File: src/rtl/mips_mem_sequencer_if.sv
// Shared single-ported memory bus between the MIPS sequencer (master) and
// the variable-latency memory (slave). Read data is valid in the ack cycle.
interface mips_mem_sequencer_if;
    logic        mem_req;
    logic        mem_we;
    logic        mem_byte;
    logic [31:0] mem_addr;
    logic [31:0] mem_wdata;
    logic [31:0] mem_rdata;
    logic        mem_ack;

    modport master (
        output mem_req,
        output mem_we,
        output mem_byte,
        output mem_addr,
        output mem_wdata,
        input  mem_rdata,
        input  mem_ack
    );

    modport slave (
        input  mem_req,
        input  mem_we,
        input  mem_byte,
        input  mem_addr,
        input  mem_wdata,
        output mem_rdata,
        output mem_ack
    );
endinterface

File: src/rtl/mips_mem_sequencer.sv
// Multi-cycle sequencer for the MIPS datapath: fetches an instruction over the
// shared memory bus, lets the decoder settle, runs the optional data access and
// pulses a one-cycle commit. A decode exception or an unanswered request halts
// the sequencer until reset.
module mips_mem_sequencer #(
    parameter int TIMEOUT = 16
) (
    input  logic                        clk,
    input  logic                        reset,
    input  logic [31:0]                 pc,
    input  logic [31:0]                 data_addr,
    input  logic [31:0]                 store_data,
    input  logic                        mem_read,
    input  logic                        word_we,
    input  logic                        byte_we,
    input  logic                        byte_load,
    input  logic                        except,
    mips_mem_sequencer_if.master        mem,
    output logic [31:0]                 inst,
    output logic [31:0]                 load_data,
    output logic                        commit,
    output logic                        halted,
    output logic                        bus_error
);
    localparam int CNT_W = $clog2(TIMEOUT + 1);
    localparam logic [CNT_W-1:0] CNT_LIMIT = CNT_W'(TIMEOUT);

    typedef enum logic [2:0] {
        S_IDLE,
        S_FETCH,
        S_DECODE,
        S_DATA,
        S_COMMIT,
        S_HALT
    } state_t;

    state_t           state;
    state_t           state_nxt;
    logic             req;
    logic             wr;
    logic             byte_sz;
    logic [31:0]      addr;
    logic [31:0]      wdata;
    logic             set_halt;
    logic             set_berr;
    logic [CNT_W-1:0] wait_cnt;
    logic [CNT_W-1:0] wait_cnt_inc;
    logic             timed_out;

    // The count is what it will be after this unanswered cycle; hitting the
    // limit means this is the last request cycle allowed.
    assign wait_cnt_inc = wait_cnt + 1'b1;
    assign timed_out    = (wait_cnt_inc == CNT_LIMIT);

    assign mem.mem_req   = req;
    assign mem.mem_we    = wr;
    assign mem.mem_byte  = byte_sz;
    assign mem.mem_addr  = addr;
    assign mem.mem_wdata = wdata;

    // State register; reset drops the request asynchronously.
    always_ff @(posedge clk or negedge reset) begin
        if (!reset) begin
            state <= S_IDLE;
        end else begin
            state <= state_nxt;
        end
    end

    // Next-state and Moore bus/commit outputs; an ack wins over a same-cycle timeout.
    always_comb begin
        state_nxt = state;
        req       = 1'b0;
        wr        = 1'b0;
        byte_sz   = 1'b0;
        addr      = '0;
        wdata     = '0;
        commit    = 1'b0;
        set_halt  = 1'b0;
        set_berr  = 1'b0;
        case (state)
            S_IDLE: begin
                state_nxt = S_FETCH;
            end
            S_FETCH: begin
                req  = 1'b1;
                addr = pc;
                if (mem.mem_ack) begin
                    state_nxt = S_DECODE;
                end else if (timed_out) begin
                    state_nxt = S_HALT;
                    set_halt  = 1'b1;
                    set_berr  = 1'b1;
                end
            end
            S_DECODE: begin
                if (except) begin
                    state_nxt = S_HALT;
                    set_halt  = 1'b1;
                end else if (mem_read || word_we || byte_we) begin
                    state_nxt = S_DATA;
                end else begin
                    state_nxt = S_COMMIT;
                end
            end
            S_DATA: begin
                req     = 1'b1;
                addr    = data_addr;
                wr      = word_we | byte_we;
                byte_sz = byte_we | byte_load;
                wdata   = (word_we | byte_we) ? store_data : '0;
                if (mem.mem_ack) begin
                    state_nxt = S_COMMIT;
                end else if (timed_out) begin
                    state_nxt = S_HALT;
                    set_halt  = 1'b1;
                    set_berr  = 1'b1;
                end
            end
            S_COMMIT: begin
                commit    = 1'b1;
                state_nxt = S_FETCH;
            end
            S_HALT: begin
                state_nxt = S_HALT;
            end
            default: begin
                state_nxt = S_IDLE;
            end
        endcase
    end

    // Wait counter: runs only while a request is outstanding, otherwise held at zero.
    always_ff @(posedge clk or negedge reset) begin
        if (!reset) begin
            wait_cnt <= '0;
        end else if (req && !mem.mem_ack) begin
            wait_cnt <= wait_cnt_inc;
        end else begin
            wait_cnt <= '0;
        end
    end

    // Capture fetched instruction and read data in the ack cycle; writes keep load_data.
    always_ff @(posedge clk or negedge reset) begin
        if (!reset) begin
            inst      <= '0;
            load_data <= '0;
        end else begin
            if (state == S_FETCH && mem.mem_ack) begin
                inst <= mem.mem_rdata;
            end
            if (state == S_DATA && mem.mem_ack && !wr) begin
                load_data <= mem.mem_rdata;
            end
        end
    end

    // Sticky halt flags, cleared only by reset.
    always_ff @(posedge clk or negedge reset) begin
        if (!reset) begin
            halted    <= 1'b0;
            bus_error <= 1'b0;
        end else begin
            if (set_halt) begin
                halted <= 1'b1;
            end
            if (set_berr) begin
                bus_error <= 1'b1;
            end
        end
    end
endmodule

File: src/flat_wrapper.sv
// flat-port wrapper written by rule: the top's interface ports become plain ports
module mips_mem_sequencer_flat 
#(
    parameter int TIMEOUT = 16
)
  (clk, reset, pc, data_addr, store_data, mem_read, word_we, byte_we, byte_load, except, inst, load_data, commit, halted, bus_error, mem_mem_req, mem_mem_we, mem_mem_byte, mem_mem_addr, mem_mem_wdata, mem_mem_rdata, mem_mem_ack);
  mips_mem_sequencer_if mem_i ();
  input  logic clk;
  input  logic reset;
  input  logic [31:0] pc;
  input  logic [31:0] data_addr;
  input  logic [31:0] store_data;
  input  logic mem_read;
  input  logic word_we;
  input  logic byte_we;
  input  logic byte_load;
  input  logic except;
  output logic [31:0] inst;
  output logic [31:0] load_data;
  output logic commit;
  output logic halted;
  output logic bus_error;
  output wire logic [$bits(mem_i.mem_req)-1:0] mem_mem_req;
  output wire logic [$bits(mem_i.mem_we)-1:0] mem_mem_we;
  output wire logic [$bits(mem_i.mem_byte)-1:0] mem_mem_byte;
  output wire logic [$bits(mem_i.mem_addr)-1:0] mem_mem_addr;
  output wire logic [$bits(mem_i.mem_wdata)-1:0] mem_mem_wdata;
  input wire logic [$bits(mem_i.mem_rdata)-1:0] mem_mem_rdata;
  input wire logic [$bits(mem_i.mem_ack)-1:0] mem_mem_ack;
  assign mem_mem_req = mem_i.mem_req;
  assign mem_mem_we = mem_i.mem_we;
  assign mem_mem_byte = mem_i.mem_byte;
  assign mem_mem_addr = mem_i.mem_addr;
  assign mem_mem_wdata = mem_i.mem_wdata;
  assign mem_i.mem_rdata = mem_mem_rdata;
  assign mem_i.mem_ack = mem_mem_ack;
  mips_mem_sequencer #(.TIMEOUT(TIMEOUT)) u_core (.clk(clk), .reset(reset), .pc(pc), .data_addr(data_addr), .store_data(store_data), .mem_read(mem_read), .word_we(word_we), .byte_we(byte_we), .byte_load(byte_load), .except(except), .mem(mem_i), .inst(inst), .load_data(load_data), .commit(commit), .halted(halted), .bus_error(bus_error));
endmodule
File: config.mk
export PLATFORM = sky130hd
export DESIGN_NAME = mips_mem_sequencer_flat
export DESIGN_NICKNAME = d
export VERILOG_FILES = /design/src/rtl/mips_mem_sequencer_if.sv /design/src/rtl/mips_mem_sequencer.sv /design/src/flat_wrapper.sv
export SDC_FILE = /design/constraint.sdc
export NUM_CORES = 1
export LEC_CHECK = 0
export ABC_AREA = 1
export CAP_MARGIN = 40
export CORE_MARGIN = 2
export CORE_UTILIZATION = 37
export DETAILED_ROUTE_END_ITERATION = 12
export GPL_ROUTABILITY_DRIVEN = 0
export PLACE_DENSITY = 0.86
export SLEW_MARGIN = 25
export SYNTH_ARGS = -nofsm -noshare
export SYNTH_HDL_FRONTEND = slang
export SYNTH_SLANG_ARGS = --single-unit
File: constraint.sdc
create_clock -name clk -period 4.4 [get_ports clk]
set_input_delay 1.32 -clock clk [delete_from_list [all_inputs] [get_ports clk]]
set_output_delay 1.32 -clock clk [all_outputs]
set_load 0.02 [all_outputs]
==> results by group, run 1 <==
Run status
  – Outcome: complete, no violations

Place
  – Post-place setup slack: 126.6 ps
  – Area after DPL: 6467 µm²
  – Hpwl dp: 10.78 mm
  – Port bufs: 269

Global routing
  – Initial antenna violation count: 0
  – Vias in the first global route: 3903
  – Total GRT Usage: 24.63%
  – Largest net degree at the start of global routing: 66
  – Global-route wire length before repair: 20.90 mm
  – Grt ovf: 0

Route
  – Vias per cell: 4.800
  – Post-Route WL: 13.73 mm
  – Via count: 3936
  – Wire per inst: 16.74 µm
  – Remaining DRCs: 0
  – DRT Pass-1 Iters: 6
  – DRT iter0 DRCs: 244
  – Routed Antenna Nets: 0

Synth
  – Most common cell in the netlist: nand2_1
  – Number of synthesis warnings: 0
  – Syn Area/Cell: 8.744 µm²
  – Synth top area cells: dfrtp_1 (50%), nand2_1 (11%), a22o_1 (7.6%)
  – Ys flop type: dfrtp_1
  – Ys async rst share: 100.0%
  – Post-synthesis register bit count: 74
  – Share of the synthesized area in the top cell type: 50.07%
  – Seq/Total Area, Yosys: 50.07%
  – EDFF count, synth: 0
  – Yosys top cell by area: dfrtp_1
  – Syn_nets: 560
  – Cell Area, Synth: 3699 µm²
  – Yosys cell types: 25
  – Cells after Synth: 423
  – Post-synth top cells: nand2_1 (112), dfrtp_1 (74), nor2_1 (43), inv_1 (42)

CTS
  – CTS Buf Count: 9
  – Post-CTS sizing: 0
  – TritonCTS Sinks: 74
  – Hold buffers post-CTS: 0
  – Root buffer cell: clkbuf_8
  – CTS max path bufs: 2
  – Post-CTS Setup Bufs: 0
  – Clk Latency, worst-skew pair: 340 ps
  – Worst-path clk slew: 80 ps
  – Max H-tree Level: 3
  – CTS tree: built

STA
  – Fmax achieved: 233.6 MHz
  – Final clock period utilization by the worst path: 97.27%
  – Post-layout min period: 4280 ps
  – WHS: 483.1 ps
  – Slew Viols, Final: 0
  – Setup TNS: 0 ps
  – Worst slew pin tran: 667.2 ps
  – Final hold violation count: 0
  – Final Setup Violations: 0
  – Rel. slew slack: 55.52%
  – Setup repair after global routing missed its margin: no
  – Final setup margin: 120.1 ps
  – Clock skew: 7.142 ps

Worst setup path
  – Critical Path Sink Type: output pin
  – CP max-delay cell: clkdlybuf4s50_1
  – CP startpoint kind: input pin
  – CP required: 3080 ps
  – Crit path arrival time: 2960 ps
  – CP max stage delay: 630 ps
  – Worst setup path class: input pin to output pin
  – Crit path cell chain: clkdlybuf4s50_1 -> or2_2 -> buf_12 -> nand2_1 -> nor2_1 -> clkdlybuf4s50_1
  – Worst r2r src: u_core.state[2]$_DFF_PN0_
  – Crit. Startpoint: byte_we
  – Most frequent CP cell: clkdlybuf4s50_1
  – Worst-path fanout max: 35

Finish
  – Final #Nets: 820
  – FF/Latch Area: 1852 µm²
  – Diode count: 0
  – Area taken by multi-input logic gates: 1508 µm²
  – Fillers: 767
  – Area Overhead vs Synth: 81.39%
  – Share of cells above drive strength 1: 9.170%
  – Final instance area: 6709 µm²

Worst hold path
  – Min-delay src: u_core.load_data[1]$_DFFE_PN0P_
  – Hold WC Path Type: register to register

Floorplan
  – Initial core utilization: 38.01%
  – # IOs: 270
  – FP Rows: 36
  – Die outline height: 104.0 µm
  – Core area: 9729 µm²
  – Die Area: 10810 µm²
  – Die width: 104.0 µm

Power
  – Max rail drop VDD: 0.4139 mV
  – Leakage: 3.003 nW
  – Pwr/cell area: 637.3 nW/µm²
  – Tot Pwr: 4.276 mW

Run
  – Maxcap violations: 0
logic make-up after synthesis:
kind of cell / synth area share, %
simple gates: 19.42
compound gates: 20.64
flops: 50.07
buf+inv: 9.540
fa+ha+maj: 0.3382
flip-flops by register name (all words and copies together) (netlist names):
register and cells:
u_core.inst 32, u_core.wait_cnt 5, u_core.halted 1, u_core.state 3
u_core.load_data 32, u_core.bus_error 1
stage by stage:
step | utilization (%) | cells
after floorplan | - | 423
after global placement | 65.93 | 802
after detailed placement | 66.47 | 804
after CTS | 68.80 | 819
after global routing | 68.96 | 820
final | 68.96 | 820
layout make-up:
cell class                 instances  share of cell area [%]
timing repair buffer             276                   41.66
sequential                        74                   27.60
multi-input combinational        279                   22.47
tap                              133                   2.480
inverter                          43                   2.406
clock buffer                      11                   2.257
clock inverter                     4                   1.119
metal layers:
layer,track usage [%],vias to the layer above,wire length (µm)
li1,-,1895,-
met1,28.98,1831,5410
met2,42.95,194,6857
met3,7.832,16,1180
met4,7.432,0,278
met5,0,-,0
path summary, 6_finish.rpt:
path | slack, ps | to | cells after the start
max in group asynchronous | 2900 | u_core.state[1]$_DFF_PN0_ | 2
min in group asynchronous | 930 | u_core.inst[13]$_DFFE_PN0P_ | 1
max | 120 | mem_mem_wdata[23] | 6
max reg2reg | 2270 | u_core.load_data[22]$_DFFE_PN0P_ | 8
min | 480 | u_core.load_data[1]$_DFFE_PN0P_ | 2
min reg2reg | 480 | u_core.load_data[1]$_DFFE_PN0P_ | 2
placed cells by master, fill, tap and decap left out, drive strengths merged:
master / netlist / routed
clkdlybuf4s50: 0 / 268
nand2: 112 / 112
dfrtp: 74 / 74
o21ai: 66 / 66
nor2: 43 / 43
inv: 43 / 43
a22o: 32 / 32
clkbuf: 6 / 11
nand3: 8 / 8
buf: 21 / 8
nor3: 6 / 6
or2: 3 / 3
nand4: 3 / 3
a21oi: 2 / 2
bufinv: 0 / 2
clkinvlp: 0 / 2
o21bai: 1 / 1
o21a: 1 / 1
o31ai: 1 / 1
ha: 1 / 1
worst max-delay path, delay by kind of cell:
kind | cells | cell delay, ps
buffers and inverters | 3 | 1290
and+or+nand+nor | 3 | 340
power by group:
group | internal [mW] | switching [mW]
sequential | 0.972 | 0.176
combinational | 1.20 | 1.34
clock | 0.347 | 0.249
total | 2.52 | 1.76
No activity file was read; power rests on OpenSTA's default activity.
==> inputs of run 2 (changes only) <==
TNS_END_PERCENT = 10   (was default)
==> results of run 2 <==
The final DEF is identical to that of run 1; final timing and power are the same.
==> inputs of run 3 (changes only) <==
CORE_MARGIN = 8   (was 2)
SETUP_SLACK_MARGIN = 0.15   (was default)
==> run 3 against run 2 <==
Register-to-register slack worse by 170 ps. Design area is 0.65% lower. Via count grew 1.7%. Critical path depth decreased by 1. Critical endpoint is now mem_mem_wdata[15]. Largest power group unchanged.
==> results by group, run 3 (synthesis gave the netlist of run 1 again) <==
Run status
  – Outcome: complete, no violations

Power
  – Max rail drop VDD: 0.4793 mV (+16%)
  – Pwr/cell area: 627.9 nW/µm² (-1.5%)
  – Leakage: 3.026 nW (+0.79%)

Worst setup path
  – Crit path arrival time: 2970 ps (about the same)
  – Critical Path Sink Type: output pin
  – CP startpoint kind: input pin
  – Setup crit end: mem_mem_wdata[15]
  – Worst setup path class: input pin to output pin
  – Crit. Startpoint: byte_we
  – CP required: 3080 ps (about the same)
  – R2r worst-path depth: 7 (-1)
  – Worst-path fanout max: 18 (-49%)
  – Reg2reg setup slack: 2100 ps (-170 ps)
  – Reg2Reg Capture Point: u_core.inst[5]$_DFFE_PN0P_
  – Worst r2r src: u_core.state[0]$_DFF_PN0_

Global routing
  – Grt ovf: 0 (unchanged)
  – Largest net degree at the start of global routing: 50 (-24%)
  – Global-route wire length before repair: 22.80 mm (+9.1%)
  – Total GRT Usage: 22.27% (-2.4 points)
  – Initial antenna violation count: 0 (unchanged)
  – Vias in the first global route: 4093 (+4.9%)

CTS
  – CTS Buf Count: 9 (unchanged)
  – CTS tree: built
  – Clk Latency, worst-skew pair: 340 ps (about the same)
  – CTS max path bufs: 2 (unchanged)
  – Root buffer cell: clkbuf_8
  – TritonCTS Sinks: 74 (unchanged)
  – Worst-path clk slew: 70 ps (about the same)
  – Max H-tree Level: 3 (unchanged)
  – Hold buffers post-CTS: 0 (unchanged)

Route
  – Post-Route WL: 15.69 mm (+14%)
  – Vias per cell: 4.869 (+1.4%)
  – Routed Antenna Nets: 0 (unchanged)
  – Wire per inst: 19.08 µm (+14%)
  – DRT Pass-1 Iters: 6 (unchanged)
  – Via count: 4002 (+1.7%)
  – DRT iter0 DRCs: 343 (+41%)
  – Remaining DRCs: 0 (unchanged)

STA
  – Final hold violation count: 0 (unchanged)
  – Worst slew pin tran: 712.7 ps (+45.43 ps)
  – Fmax achieved: 233.1 MHz (-0.24%)
  – Rel. slew slack: 52.32% (-3.2 points)
  – Clock skew: 7.740 ps (+0.5976 ps)
  – Slew Viols, Final: 0 (unchanged)
  – WHS: 482.9 ps (-0.2110 ps)
  – Setup TNS: 0 ps (unchanged)
  – Setup repair after global routing missed its margin: yes
  – Final clock period utilization by the worst path: 97.50% (+0.23 points)
  – Final Setup Violations: 0 (unchanged)
  – Post-layout min period: 4290 ps (+10.21 ps)

Floorplan
  – Die Area: 13450 µm² (+24%)
  – Die width: 116.0 µm (+12%)
  – Die outline height: 116.0 µm (+12%)
  – Core area: 9729 µm² (unchanged)
  – FP Rows: 36 (unchanged)
  – # IOs: 270 (unchanged)
  – Initial core utilization: 38.01% (unchanged)

Place
  – Hpwl dp: 12.69 mm (+18%)
  – Placed cells: 805 (+0.12%)
  – Port bufs: 269 (unchanged)

Finish
  – Area Overhead vs Synth: 80.21%
  – Commonest non-fill, non-tap cell in the layout: clkdlybuf4s50_1
  – Diode count: 0 (unchanged)
  – Most frequent cells in the layout: clkdlybuf4s50_1 (264), nand2_1 (111), dfrtp_1 (74), nor2_1 (43), inv_1 (42)
  – Final #Nets: 822 (+0.24%)
  – Biggest regs: u_core.inst: 32 flops, u_core.load_data: 32 flops, u_core.wait_cnt: 5 flops
  – Non-filler cells in the finished layout: 822 (+0.24%)
  – Final Util: 68.51% (-0.45 points)
  – Share of cells above drive strength 1: 9.144% (-0.027 points)

Run
  – Maxcap violations: 0 (unchanged)

Worst hold path
  – Hold WC Path Type: register to register
==> run 3: layer usage <==
metal / GRT usage, % / routed length [µm] / vias up
met1: 24.05 / 5766 / 1896
met2: 39.15 / 8063 / 191
met4: 7.519 / 292 / 0
met3: 8.390 / 1563 / 18
met5: 0 / 0 / -
li1: - / - / 1897
==> run 3: where the power goes <==
part / total (mW) / switching [mW] / internal (mW)
sequential: 1.15 / 0.176 / 0.972
combinational: 2.56 / 1.37 / 1.20
clock: 0.472 / 0.240 / 0.232
==> run 3: area by class of cell <==
| cell class | instances | area, µm² |
|---|---|---|
| Clock buffer | 13 | 158.9 |
| Clock inverter | 2 | 12.51 |
| Fill cell | 764 | 3064 |
| Inverter | 43 | 161.4 |
| Multi-Input combinational cell | 280 | 1514 |
| Sequential cell | 74 | 1852 |
| Tap cell | 133 | 166.4 |
| Timing Repair Buffer | 277 | 2800 |
==> run 3: timing repair <==
item                                    in CTS  in global routing
setup buffers                                0                  1
endpoints found under the setup margin      33                 31
endpoints found under the hold margin        0                  0
cloned                                       1                  0
resized for setup                            4                  2
pin swaps                                    1                  1
==> run 3: worst max-delay path, cell delays in order <==
cell and delay, ps:
clkdlybuf4s50_1 540, or2_4 270, nand2_1 70, nor2_1 120, clkdlybuf4s50_1 650
==> run 3: worst min-delay path by stage <==
stage                                startpoint                          endpoint  slack [ps]  cells after the start
6_report       u_core.load_data[28]$_DFFE_PN0P_  u_core.load_data[28]$_DFFE_PN0P_         480                      2
4_1_cts        u_core.load_data[28]$_DFFE_PN0P_  u_core.load_data[28]$_DFFE_PN0P_         490                      2
5_1_grt        u_core.load_data[28]$_DFFE_PN0P_  u_core.load_data[28]$_DFFE_PN0P_         500                      2
3_3_place_gp   u_core.load_data[17]$_DFFE_PN0P_  u_core.load_data[17]$_DFFE_PN0P_         460                      2
2_1_floorplan      u_core.wait_cnt[0]$_DFF_PN0_      u_core.wait_cnt[0]$_DFF_PN0_         480                      1
3_5_place_dp       u_core.bus_error$_DFFE_PN0P_      u_core.bus_error$_DFFE_PN0P_         470                      1
==> run 3: through the flow <==
stage / setup slack (ps) / cell area [µm²] / power, mW
4_1_cts: 119.5 / 6653 / 4.228
6_report: 109.9 / 6665 / 4.185
2_1_floorplan: 887.7 / 3699 / 2.475
5_1_grt: 46.35 / 6665 / 4.431
3_3_place_gp: -58.58 / 6402 / 3.653
3_5_place_dp: -112.2 / 6472 / 3.744
